### config.mk
export PLATFORM = sky130hd
export DESIGN_NAME = tmr_fault_monitor
export DESIGN_NICKNAME = d
export VERILOG_FILES = /design/src/rtl/tmr_fault_monitor.sv
export SDC_FILE = /design/constraint.sdc
export NUM_CORES = 1
export LEC_CHECK = 0
export ABC_AREA = 1
export CAP_MARGIN = 25
export CELL_PAD_IN_SITES_DETAIL_PLACEMENT = 1
export CELL_PAD_IN_SITES_GLOBAL_PLACEMENT = 1
export CORE_UTILIZATION = 37
export CTS_BUF_LIST = sky130_fd_sc_hd__clkbuf_8
export CTS_CLUSTER_DIAMETER = 50
export DETAILED_ROUTE_END_ITERATION = 7
export GPL_TIMING_DRIVEN = 0
export PLACE_DENSITY = 0.87
export RECOVER_POWER = 25
export SLEW_MARGIN = 20
export SYNTH_ARGS = -nofsm -noshare
export SYNTH_HDL_FRONTEND = slang
export SYNTH_SLANG_ARGS = --single-unit
### constraint.sdc
create_clock -name clk -period 1.8 [get_ports clk]
set_clock_uncertainty 0.15 [all_clocks]
set_input_delay 0.36 -clock clk [delete_from_list [all_inputs] [get_ports clk]]
set_output_delay 0.36 -clock clk [all_outputs]
set_load 0.01 [all_outputs]
### src/rtl/tmr_fault_monitor.sv
// TMR fault monitor: flags replicas that disagree with the voted word, keeps saturating
// per-replica error counts, and requests a scrub of any lane that stays wrong THRESH samples.
module tmr_fault_monitor #(
    parameter int unsigned WIDTH  = 4,
    parameter int unsigned THRESH = 3,
    parameter int unsigned CNT_W  = 8
) (
    input  logic             clk,
    input  logic             rst_n,
    input  logic             in_valid,
    input  logic [WIDTH-1:0] data_1,
    input  logic [WIDTH-1:0] data_2,
    input  logic [WIDTH-1:0] data_3,
    input  logic [WIDTH-1:0] voted_data,
    input  logic             err_clr,
    output logic [2:0]       mismatch,
    output logic             multi_err,
    output logic [CNT_W-1:0] err_cnt_1,
    output logic [CNT_W-1:0] err_cnt_2,
    output logic [CNT_W-1:0] err_cnt_3,
    output logic [2:0]       fault,
    output logic             scrub_valid,
    output logic [1:0]       scrub_sel,
    output logic [WIDTH-1:0] scrub_data,
    input  logic             scrub_ready
);

    typedef enum logic [1:0] {
        S_OK,
        S_SUSPECT,
        S_FAULTY,
        S_SCRUB
    } lane_state_e;

    localparam logic [3:0] LP_THRESH = 4'(THRESH);

    lane_state_e      r_state     [3];
    lane_state_e      w_state_nxt [3];
    logic [3:0]       r_run       [3];
    logic [3:0]       w_run_nxt   [3];
    logic [WIDTH-1:0] r_trig      [3];
    logic [CNT_W-1:0] r_cnt       [3];
    logic [WIDTH-1:0] w_data      [3];
    logic [2:0]       w_mis;
    logic             w_multi;
    logic [2:0]       w_grant;
    logic [1:0]       w_grant_sel;
    logic [WIDTH-1:0] w_grant_data;
    logic             w_hs;

    always_comb begin
        w_data[0] = data_1;
        w_data[1] = data_2;
        w_data[2] = data_3;
        w_mis     = '0;
        for (int unsigned i = 0; i < 3; i++) begin
            w_mis[i] = |(w_data[i] ^ voted_data);
        end
        w_multi = (w_mis[0] & w_mis[1]) | (w_mis[0] & w_mis[2]) | (w_mis[1] & w_mis[2]);
    end

    assign w_hs = scrub_valid & scrub_ready;

    // Fixed-priority arbiter; only looks for a new lane while the port is idle.
    always_comb begin
        logic v_found;
        v_found      = 1'b0;
        w_grant      = '0;
        w_grant_sel  = '0;
        w_grant_data = '0;
        for (int unsigned i = 0; i < 3; i++) begin
            if (!scrub_valid && !v_found && r_state[i] == S_FAULTY) begin
                v_found      = 1'b1;
                w_grant[i]   = 1'b1;
                w_grant_sel  = 2'(i + 1);
                w_grant_data = r_trig[i];
            end
        end
    end

    always_ff @(posedge clk or negedge rst_n) begin
        if (!rst_n) begin
            for (int unsigned i = 0; i < 3; i++) begin
                r_state[i] <= S_OK;
                r_run[i]   <= '0;
                r_trig[i]  <= '0;
            end
        end else begin
            for (int unsigned i = 0; i < 3; i++) begin
                r_state[i] <= w_state_nxt[i];
                r_run[i]   <= w_run_nxt[i];
                if (w_state_nxt[i] == S_FAULTY && r_state[i] != S_FAULTY) begin
                    r_trig[i] <= voted_data;
                end
            end
        end
    end

    always_comb begin
        for (int unsigned i = 0; i < 3; i++) begin
            w_state_nxt[i] = r_state[i];
            w_run_nxt[i]   = r_run[i];
            case (r_state[i])
                S_OK: begin
                    if (in_valid && w_mis[i]) begin
                        w_run_nxt[i]   = 4'd1;
                        w_state_nxt[i] = (LP_THRESH == 4'd1) ? S_FAULTY : S_SUSPECT;
                    end
                end
                S_SUSPECT: begin
                    if (in_valid) begin
                        if (w_mis[i]) begin
                            w_run_nxt[i] = r_run[i] + 4'd1;
                            if (r_run[i] + 4'd1 == LP_THRESH) begin
                                w_state_nxt[i] = S_FAULTY;
                            end
                        end else begin
                            w_run_nxt[i]   = '0;
                            w_state_nxt[i] = S_OK;
                        end
                    end
                end
                S_FAULTY: begin
                    if (w_grant[i]) begin
                        w_state_nxt[i] = S_SCRUB;
                    end
                end
                S_SCRUB: begin
                    if (w_hs && scrub_sel == 2'(i + 1)) begin
                        w_run_nxt[i]   = '0;
                        w_state_nxt[i] = S_OK;
                    end
                end
                default: begin
                    w_run_nxt[i]   = '0;
                    w_state_nxt[i] = S_OK;
                end
            endcase
        end
    end

    always_comb begin
        fault = '0;
        for (int unsigned i = 0; i < 3; i++) begin
            fault[i] = (r_state[i] == S_FAULTY) || (r_state[i] == S_SCRUB);
        end
    end

    always_ff @(posedge clk or negedge rst_n) begin
        if (!rst_n) begin
            scrub_valid <= 1'b0;
            scrub_sel   <= '0;
            scrub_data  <= '0;
        end else if (w_hs) begin
            scrub_valid <= 1'b0;
            scrub_sel   <= '0;
            scrub_data  <= '0;
        end else if (|w_grant) begin
            scrub_valid <= 1'b1;
            scrub_sel   <= w_grant_sel;
            scrub_data  <= w_grant_data;
        end
    end

    always_ff @(posedge clk or negedge rst_n) begin
        if (!rst_n) begin
            mismatch  <= '0;
            multi_err <= 1'b0;
            for (int unsigned i = 0; i < 3; i++) begin
                r_cnt[i] <= '0;
            end
        end else begin
            if (in_valid) begin
                mismatch <= w_mis;
            end
            if (in_valid && w_multi) begin
                multi_err <= 1'b1;
            end else if (err_clr) begin
                multi_err <= 1'b0;
            end
            for (int unsigned i = 0; i < 3; i++) begin
                if (err_clr) begin
                    r_cnt[i] <= '0;
                end else if (in_valid && w_mis[i] && r_cnt[i] != '1) begin
                    r_cnt[i] <= r_cnt[i] + 1'b1;
                end
            end
        end
    end

    assign err_cnt_1 = r_cnt[0];
    assign err_cnt_2 = r_cnt[1];
    assign err_cnt_3 = r_cnt[2];

endmodule

After elaboration in Yosys (flattened, before gate mapping)
Cells that the tools add are included.
{"block": "word_totals", "ff_bits": 65, "input_bits": 21, "out_inout_bits": 38}
{"block": "classes", "add_sub_neg": 6, "n_eq_ne": 33, "n_mux": 60, "bitwise": 9, "n_reduce_logical": 42}
{"operator": "4-bit two-way mux", "n": 17}
{"operator": "8-bit two-way mux", "n": 6}
{"operator": "2-bit two-way mux", "n": 22}
{"operator": "4-bit case mux with 3 select lines", "n": 3}
{"operator": "8-bit by 1-bit adder with 8-bit output (second input constant)", "n": 3}
{"operator": "2-bit inequality test (second input constant)", "n": 12}
{"operator": "8-bit inequality test (second input constant)", "n": 3}
{"operator": "2-bit case mux with 4 select lines", "n": 3}
{"operator": "2-bit equality test (second input constant)", "n": 11}
{"operator": "1-bit logical AND", "n": 18}
{"operator": "4-bit by 1-bit adder with 4-bit output (second input constant)", "n": 3}
{"operator": "4-bit by 2-bit equality test with 1-bit output (second input constant)", "n": 3}
{"operator": "4-bit AND reduction", "n": 3}
{"operator": "4-bit OR reduction", "n": 3}
{"operator": "4-bit XOR", "n": 3}
{"operator": "2-bit nonzero test", "n": 5}
{"operator": "1-bit two-way mux", "n": 9}
{"operator": "3-bit nonzero test", "n": 3}
{"operator": "2-bit by 1-bit equality test with 1-bit output (second input constant)", "n": 4}
{"operator": "2-bit zero test", "n": 3}
{"operator": "1-bit bitwise AND", "n": 4}
{"operator": "1-bit zero test", "n": 3}
{"operator": "1-bit logical OR", "n": 3}
{"operator": "3-bit OR reduction", "n": 1}
{"operator": "1-bit OR", "n": 2}

Logic depth before layout (Yosys ltp)
Gate-level depths: netlist of the first run.
{"block": "depth", "ltp_word": 15, "depth_mapped": 14, "mapped_depth_nobuf": 14}

Least setup slack after synthesis of the first run
Ideal clock, no wire load.
{"block": "synth_timing", "path_kind": "reg2reg", "startpoint": "reg r_state[1] (netlist bit)", "endpoint": "reg r_trig[0] (netlist bit)", "setup_time_ps": 116, "arrival_time_ps": 1545, "t_required_ps": 1534, "path_slack_ps": -11, "path_stages_with_launch": 12, "n_path_buf": 1, "cell_sequence": "dfrtp_1 -> inv_1 -> ha_1 -> clkbuf_1 -> nand2_1 -> nand3_1 -> nor2_1 -> nand2_1 -> a21oi_4 -> nand2_2 -> nand2_1 -> nand2_1"}
{"block": "synth_between", "elab_chain_len": 7, "elab_cells_between_ends": 16, "cone_classes": "eq/ne: 5; mux: 8; reduce/logical: 3"}
{"item": "start: declaration", "line": "37", "rtl": "lane_state_e r_state [3];"}
{"item": "start signal: indexed assignment", "line": "90", "rtl": "r_state[i] <= w_state_nxt[i];"}
{"item": "2-bit equality test", "line": "72, 103"}
{"item": "1-bit logical AND", "line": "72", "rtl": "if (!scrub_valid && !v_found && r_state[i] == S_FAULTY) begin"}
{"item": "1-bit two-way mux", "line": "72"}
{"item": "2-bit two-way mux", "line": "124", "rtl": "if (w_grant[i]) begin"}
{"item": "2-bit case mux with 4 select lines", "line": "103", "rtl": "case (r_state[i])"}
{"item": "2-bit equality test", "line": "92", "rtl": "if (w_state_nxt[i] == S_FAULTY && r_state[i] != S_FAULTY) begin"}
{"item": "1-bit logical AND (*)", "line": "92"}
{"item": "end signal: indexed assignment", "line": "93", "rtl": "r_trig[i] <= voted_data;"}
{"item": "end: declaration", "line": "41", "rtl": "logic [WIDTH-1:0] r_trig [3];"}
Mark *: on every way between the ends. The rest lies on a longest branch, timed or not.
A chain may end at the register's enable or synchronous reset.

==> results of run 1 <==
[routing by layer]
layer	up-vias	part of all wire, %	GRT usage, %
met3	34	4.1	4.62
met2	116	54	44.1
met4	0	3.1	10.6
met5	-	0	0
li1	1692	-	-
met1	1816	39	26.3
[per-stage QoR]
stage / cell area, um2 / hold slack, ps
floorplan: 3640 / -85.6
global placement: 4380 / 311
detailed placement: 4390 / 185
CTS: 4960 / 336
global route: 5290 / 197
finish: 5290 / 182
[worst max-delay path, stage by stage (launching register included)]
cell	delay, ps
dfrtp_1	410
buf_4	150
nand3_1	90
xor2_1	210
nand2_1	130
nand2_1	110
nand2_1	70
nand2_1	80
nand2_1	90
nand2_4	110
nand2_2	90
nand2_2	80
nand2_1	50
[placed cells by master (no fill, tap or decap), drive strengths merged, types with 3 or more instances in the layout]
master / n
dlygate4sd2: 26
dfrtp: 65
o31ai: 12
o21ai: 27
nand4: 6
clkbuf: 17
a31oi: 3
o211ai: 3
a21oi: 26
nand2: 109
nor3: 11
clkdlybuf4s50: 13
buf: 47
inv: 61
nor2: 43
a22oi: 4
xor2: 16
dlymetal6s2s: 11
ha: 13
nand3: 31
[area by class of cell]
class,count,share of cell area [%]
Multi-Input combinational cell,316,39.6
Sequential cell,65,30.9
Timing Repair Buffer,102,17.3
Inverter,60,4.45
Tap cell,129,3.05
Clock buffer,9,2.34
Clock inverter,7,1.77
Buffer,6,0.591
[cell families after synthesis]
family	synth area share, %
AO/OA/AOI/OAI	13.7
XOR/XNOR	4.33
AND/OR/NAND/NOR	25.8
flip-flops	44.6
adder cells (fa/ha/maj)	4.46
buffers and inverters	7.04
[timing repair]
action,CTS,global route
endpoints found under the setup margin,85,59
resized for setup,85,75
pin swaps,19,28
cloned,2,0
hold buffers,1,0
setup buffers,27,17
hold endpoints to repair,29,0
[state kept, by name, summed over array words and instances, names as in the netlist]
signal and cells:
err_cnt_1 8, err_cnt_2 8, err_cnt_3 8, mismatch 3, multi_err 1, r_run 12, r_state 6, r_trig 12
scrub_data 4, scrub_sel 2, scrub_valid 1
[power by group through the flow]
stage | Combinational [mW] | Sequential, mW | Clock, mW
floorplan | 1.34 | 2.10 | 0
global placement | 1.93 | 2.12 | 0
detailed placement | 2.07 | 2.15 | 0
CTS | 2.38 | 2.14 | 1.41
global route | 3.01 | 2.18 | 1.49
finish | 2.74 | 2.14 | 1.41
[final timing paths]
path                                            start                        to  depth (start not counted)
worst min-delay path                    voted_data[0]     r_trig[0]$_DFFE_PN0P_                          3
worst max register to register   r_run[0]$_DFFE_PN0P_     r_trig[1]$_DFFE_PN0P_                         12
worst min register to register  r_trig[2]$_DFFE_PN0P_     r_trig[2]$_DFFE_PN0P_                          2
worst max-delay path             r_run[0]$_DFFE_PN0P_     r_trig[1]$_DFFE_PN0P_                         12
max in group asynchronous                       rst_n     r_trig[9]$_DFFE_PN0P_                          3
min in group asynchronous                       rst_n  err_cnt_3[0]$_DFFE_PN0P_                          2
==> results.json, run 1 <==
{
  "status": "complete, but fails checks",
  "failed_checks": "setup timing",
  "p_comb_share_pct": 43.6,
  "required_ps": 1900,
  "die_h_um": 101,
  "numCtsBuffers": 9,
  "ys_warn_count": 0,
  "grt_overflow": 0,
  "fmax_ghz": 0.522,
  "fp.dieW_um": 101,
  "yosys-top-cells-area": "dfrtp_1, nand2_1, inv_1",
  "pre_cts_ws_ps": -737,
  "syn2layout_area_growth_pct": 45.2,
  "avgSynthCellArea_um2": 8.17,
  "ant_nets": 0,
  "dp.cells": 633,
  "ys_seq_area_share_pct": 44.6,
  "clockRootBuffer": "clkbuf_8",
  "antenna_found_initial": 0,
  "synth_cell_types": 39,
  "nFillCells": 1137,
  "finalSetupTns_ps": -596,
  "rrSetupSlack_ps": -120,
  "n_antenna_cell": 0,
  "firstDrtPassIters": 4,
  "routed_wirelength_um": 12400,
  "start_util_pct": 38.9,
  "rsz0062_at_grt": "yes",
  "startpoint_type": "register",
  "critPathCaptureType": "register",
  "ir_drop_mv": 0.638,
  "grt_pass1_wl_um": 18800,
  "maxSlewViolCount": 0,
  "power.switching_mw": 2.61,
  "fin_nets": 594,
  "synth_flop_cell": "dfrtp_1",
  "yosysMostFrequentCell": "nand2_1",
  "hold_class": "input port to register",
  "final_core_util_pct": 56.5,
  "synth_cells": 446,
  "cts_max_level": 3,
  "drc": 0,
  "grt_pass1_vias": 3947,
  "dr_total_vias": 3658,
  "ys_ff_latch": 65,
  "syn_nets": 480,
  "seq_area_um2": 1640,
  "drt-vias-per-instance": 5.27,
  "multi_input_area_um2": 2100,
  "grt_max_degree": 37,
  "yosys.area.top_type_share_pct": 44.6,
  "worst_pin_slew_ps": 810,
  "async_reset_ff_share_pct": 100,
  "clkTransAtPathRegs_ps": 80,
  "drt_iter0_markers": 92,
  "path_class": "register to register",
  "cts_buffer_depth": 2,
  "dp_hpwl_um": 7610,
  "slew_headroom_pct": 46.0,
  "core_region_area_um2": 9370,
  "cts_tree": "yes",
  "maxCapViolCount": 0,
  "setup_viol": 7,
  "place_congestion": 0.840,
  "p_clk_share_pct": 22.4,
  "synth-edff-count": 0,
  "arrival_ps": 2010,
  "period_share_pct": 106,
  "clock_latency_ps": 350,
  "cp_max_fo": 6,
  "wl_per_cell_um": 17.8,
  "dieArea_um2": 10200,
  "layout-drive-gt1-share_pct": 31.2,
  "finalCriticalPeriod_ps": 1920,
  "fin_cells": 694,
  "num_io_pins": 59,
  "port_buffers": 57,
  "pwr-share-seq_pct": 34.0,
  "total_leakage_power_nw": 2.62,
  "cellInternalPower_mw": 3.68,
  "hold_violations": 0,
  "synth_common_cells": "nand2_1, dfrtp_1, inv_1",
  "core.rowCount": 35,
  "cts_sinks": 65,
  "synth_largest_area_cell": "dfrtp_1",
  "layout_setup_ws_ps": -117,
  "grt.total_usage_pct": 23.8,
  "power.total_mw": 6.29,
  "power.density_nw_per_um2": 1190,
  "sw_frac_of_total_pct": 41.4,
  "synth_area_um2": 3640
}
(Power assumes the default switching activity.)
==> run 2, diff against run 1 <==
- CTS_BUF_LIST: sky130_fd_sc_hd__clkbuf_8 -> sky130_fd_sc_hd__clkbuf_4 sky130_fd_sc_hd__clkbuf_8
- SLEW_MARGIN: 20 -> 15
==> results of run 2 <==
No change in the layout: final DEF, timing and power equal those of run 1.
==> patch: new RTL, settings of run 1 <==
Set the parameter `CNT_W` to 10 (it was 8).
--- a/src/rtl/tmr_fault_monitor.sv
+++ b/src/rtl/tmr_fault_monitor.sv
@@ -5,3 +5,3 @@
     parameter int unsigned THRESH = 3,
-    parameter int unsigned CNT_W  = 8
+    parameter int unsigned CNT_W  = 10
 ) (
Interface: changed (resized err_cnt_1, err_cnt_2 and err_cnt_3); port bits go from 59 to 65. The function was not compared with the original's and may differ.
==> patch against run 1 <==
The run still ends with setup timing left; synthesized cell count grew 17%; final area grew 23%; synthesized area grew 16%; sequential cell count grew 6; die area grew 15%; wire length grew 46%; first-iteration DRC count grew to 3.2 times the old value; count of clock-buffer cells in the layout grew 2; total power grew 12%; combinational power grew 23%; worst setup slack lost 48 ps; largest cell class unchanged.
==> patch: results (changes against run 1) <==
- Status: finished with violations
- Failing checks: setup timing
- Hpwl dp: 8880 um (+17%)
- Syn Nets: 557 (+16%)
- Largest net degree at the start of global routing: 53 (+43%)
- Synth Flop Type: dfrtp_1
- Port Buffers: 58 (+1.8%)
- Tightest Hold Check Type: input port to flop
- DR iter-0 viols: 298 (+220%)
- Commonest cells in the netlist: nand2_1 (126), dfrtp_1 (71), inv_1 (56)
- Metal3 WL: 906 um (+77%)
- Worst Tran Pin Value: 682 ps (-127 ps)
- Layout cells sized above 1: 40.7% (+9.5 points)
- Total track usage: 25.5% (+1.7 points)
- Global-route wire length before repair: 22900 um (+22%)
- Routed wire length: 18000 um (+46%)
- Placed insts: 722 (+14%)
- Fillers: 1286 (+13%)
- WP data arrival: 2090 ps (+80 ps)
- Clk Latency, worst-skew pair: 390 ps (+40 ps)
- PnR worst setup slack: -165 ps (-47.8 ps)
- Biggest regs: r_run (12), r_trig (12)
- Slowest cell delay on critical path: 440 ps (+30 ps)
- Routed via count: 4685 (+28%)
- NetSw: 3.09 mW (+19%)
- Syn. warnings: 0 (unchanged)
- Initial antenna violation count: 0 (unchanged)
- Post-Synthesis Cells: 523 (+17%)
- Top cells by area, synth: dfrtp_1 (42%), nand2_1 (11%), nand3_1 (5.1%), inv_1 (5.0%), ha_1 (3.9%)
- Pleak: 3.38 nW (+29%)
- Seq/Total Area, Yosys: 42.2% (-2.5 points)
- Final Setup Violations: 39 (+32)
- Crit path max-delay cell type: dfrtp_1
- GPL Wtd Cong: 0.819 (-2.4%)
- Synth cell types: 38 (-2.6%)
- M1 WL: 6700 um (+39%)
- Met2 routed WL: 9730 um (+46%)
- Vias per Instance: 5.62 (+6.7%)
- Vias in the first global route: 4563 (+16%)
- DRT Pass-1 Iters: 7 (+3)
- Peak VDD IR: 460 uV (-28%)
-- patch: path summary, 6_finish.rpt --
kind,cells after the start,slack (ps),endpoint,from
worst max-delay path,14,-160,r_trig[0],r_state[0]
worst min-delay path,3,100,r_trig[4],voted_data[0]
worst max register to register,14,-160,r_trig[0],r_state[0]
worst min register to register,2,330,r_trig[0],r_trig[0]
max in group asynchronous,3,240,err_cnt_1[9],rst_n
min in group asynchronous,2,350,err_cnt_2[2],rst_n
-- patch: final cells by class --
| class | count | area, um2 | area share (%) |
|---|---|---|---|
| repair buffers | 155 | 1370 | 21.0 |
| flip-flops and latches | 71 | 1790 | 27.5 |
| clock inverters | 4 | 22.5 | 0.346 |
| clock buffers | 11 | 151 | 2.33 |
| plain buffers | 12 | 88.8 | 1.37 |
| well taps | 140 | 175 | 2.69 |
| multi-input cells | 373 | 2650 | 40.7 |
| inverters | 67 | 262 | 4.02 |
-- patch: what timing repair did --
item                                   4_1_cts  5_1_grt
setup endpoints to repair                   95       74
setup buffers                               40       56
pin swaps                                   12       42
hold buffers                                 1        0
endpoints found under the hold margin       19        0
gates cloned                                 1        1
gates resized for setup                     95      129
-- patch: per-stage QoR --
stage                     power, mW  setup TNS (ps)  utilization, %  setup slack [ps]  area (um2)
after global placement         4.39         -181990            45.2             -2340        4970
after global routing           7.39           -5600            59.2              -250        6500
after detailed placement       4.56          -20670            45.5              -433        4990
final                          7.04           -2490            59.2              -165        6500
after CTS                      6.03            -437            51.6             -60.3        5660
after floorplan                3.75               0               -              15.6        4210
-- patch: cells by family (layout without fill, tap and decap cells) --
family / Yosys count / count (layout) / share of synthesized area, %
flip-flops: 71 / 71 / 42.2
adder cells (fa/ha/maj): 13 / 13 / 3.86
AND/OR/NAND/NOR: 269 / 270 / 30.9
buffers and inverters: 80 / 249 / 8.17
AO/OA/AOI/OAI: 70 / 70 / 10.4
XOR/XNOR: 20 / 20 / 4.51
-- patch: worst max-delay path: cells and delay by family (launching register included) --
| family | cells | cell delay [ps] |
|---|---|---|
| AOI/OAI and AO/OA | 1 | 170 |
| buffers and inverters | 4 | 350 |
| adders and majority gates | 1 | 140 |
| and+or+nand+nor | 8 | 600 |
| DFF | 1 | 440 |
-- patch: power groups by stage --
stage	sequential (mW)	clock [mW]	combinational, mW
CTS	2.33	1.21	2.49
global placement	2.34	0	2.04
finish	2.38	1.28	3.37
floorplan	2.30	0	1.45
global route	2.41	1.34	3.64
detailed placement	2.36	0	2.19
-- patch: metal layers --
layer / GRT usage (%) / up-vias
li1: - / 2059
met1: 27.5 / 2359
met2: 48.2 / 205
met3: 5.14 / 62
met4: 10.3 / 0
met5: 0 / -
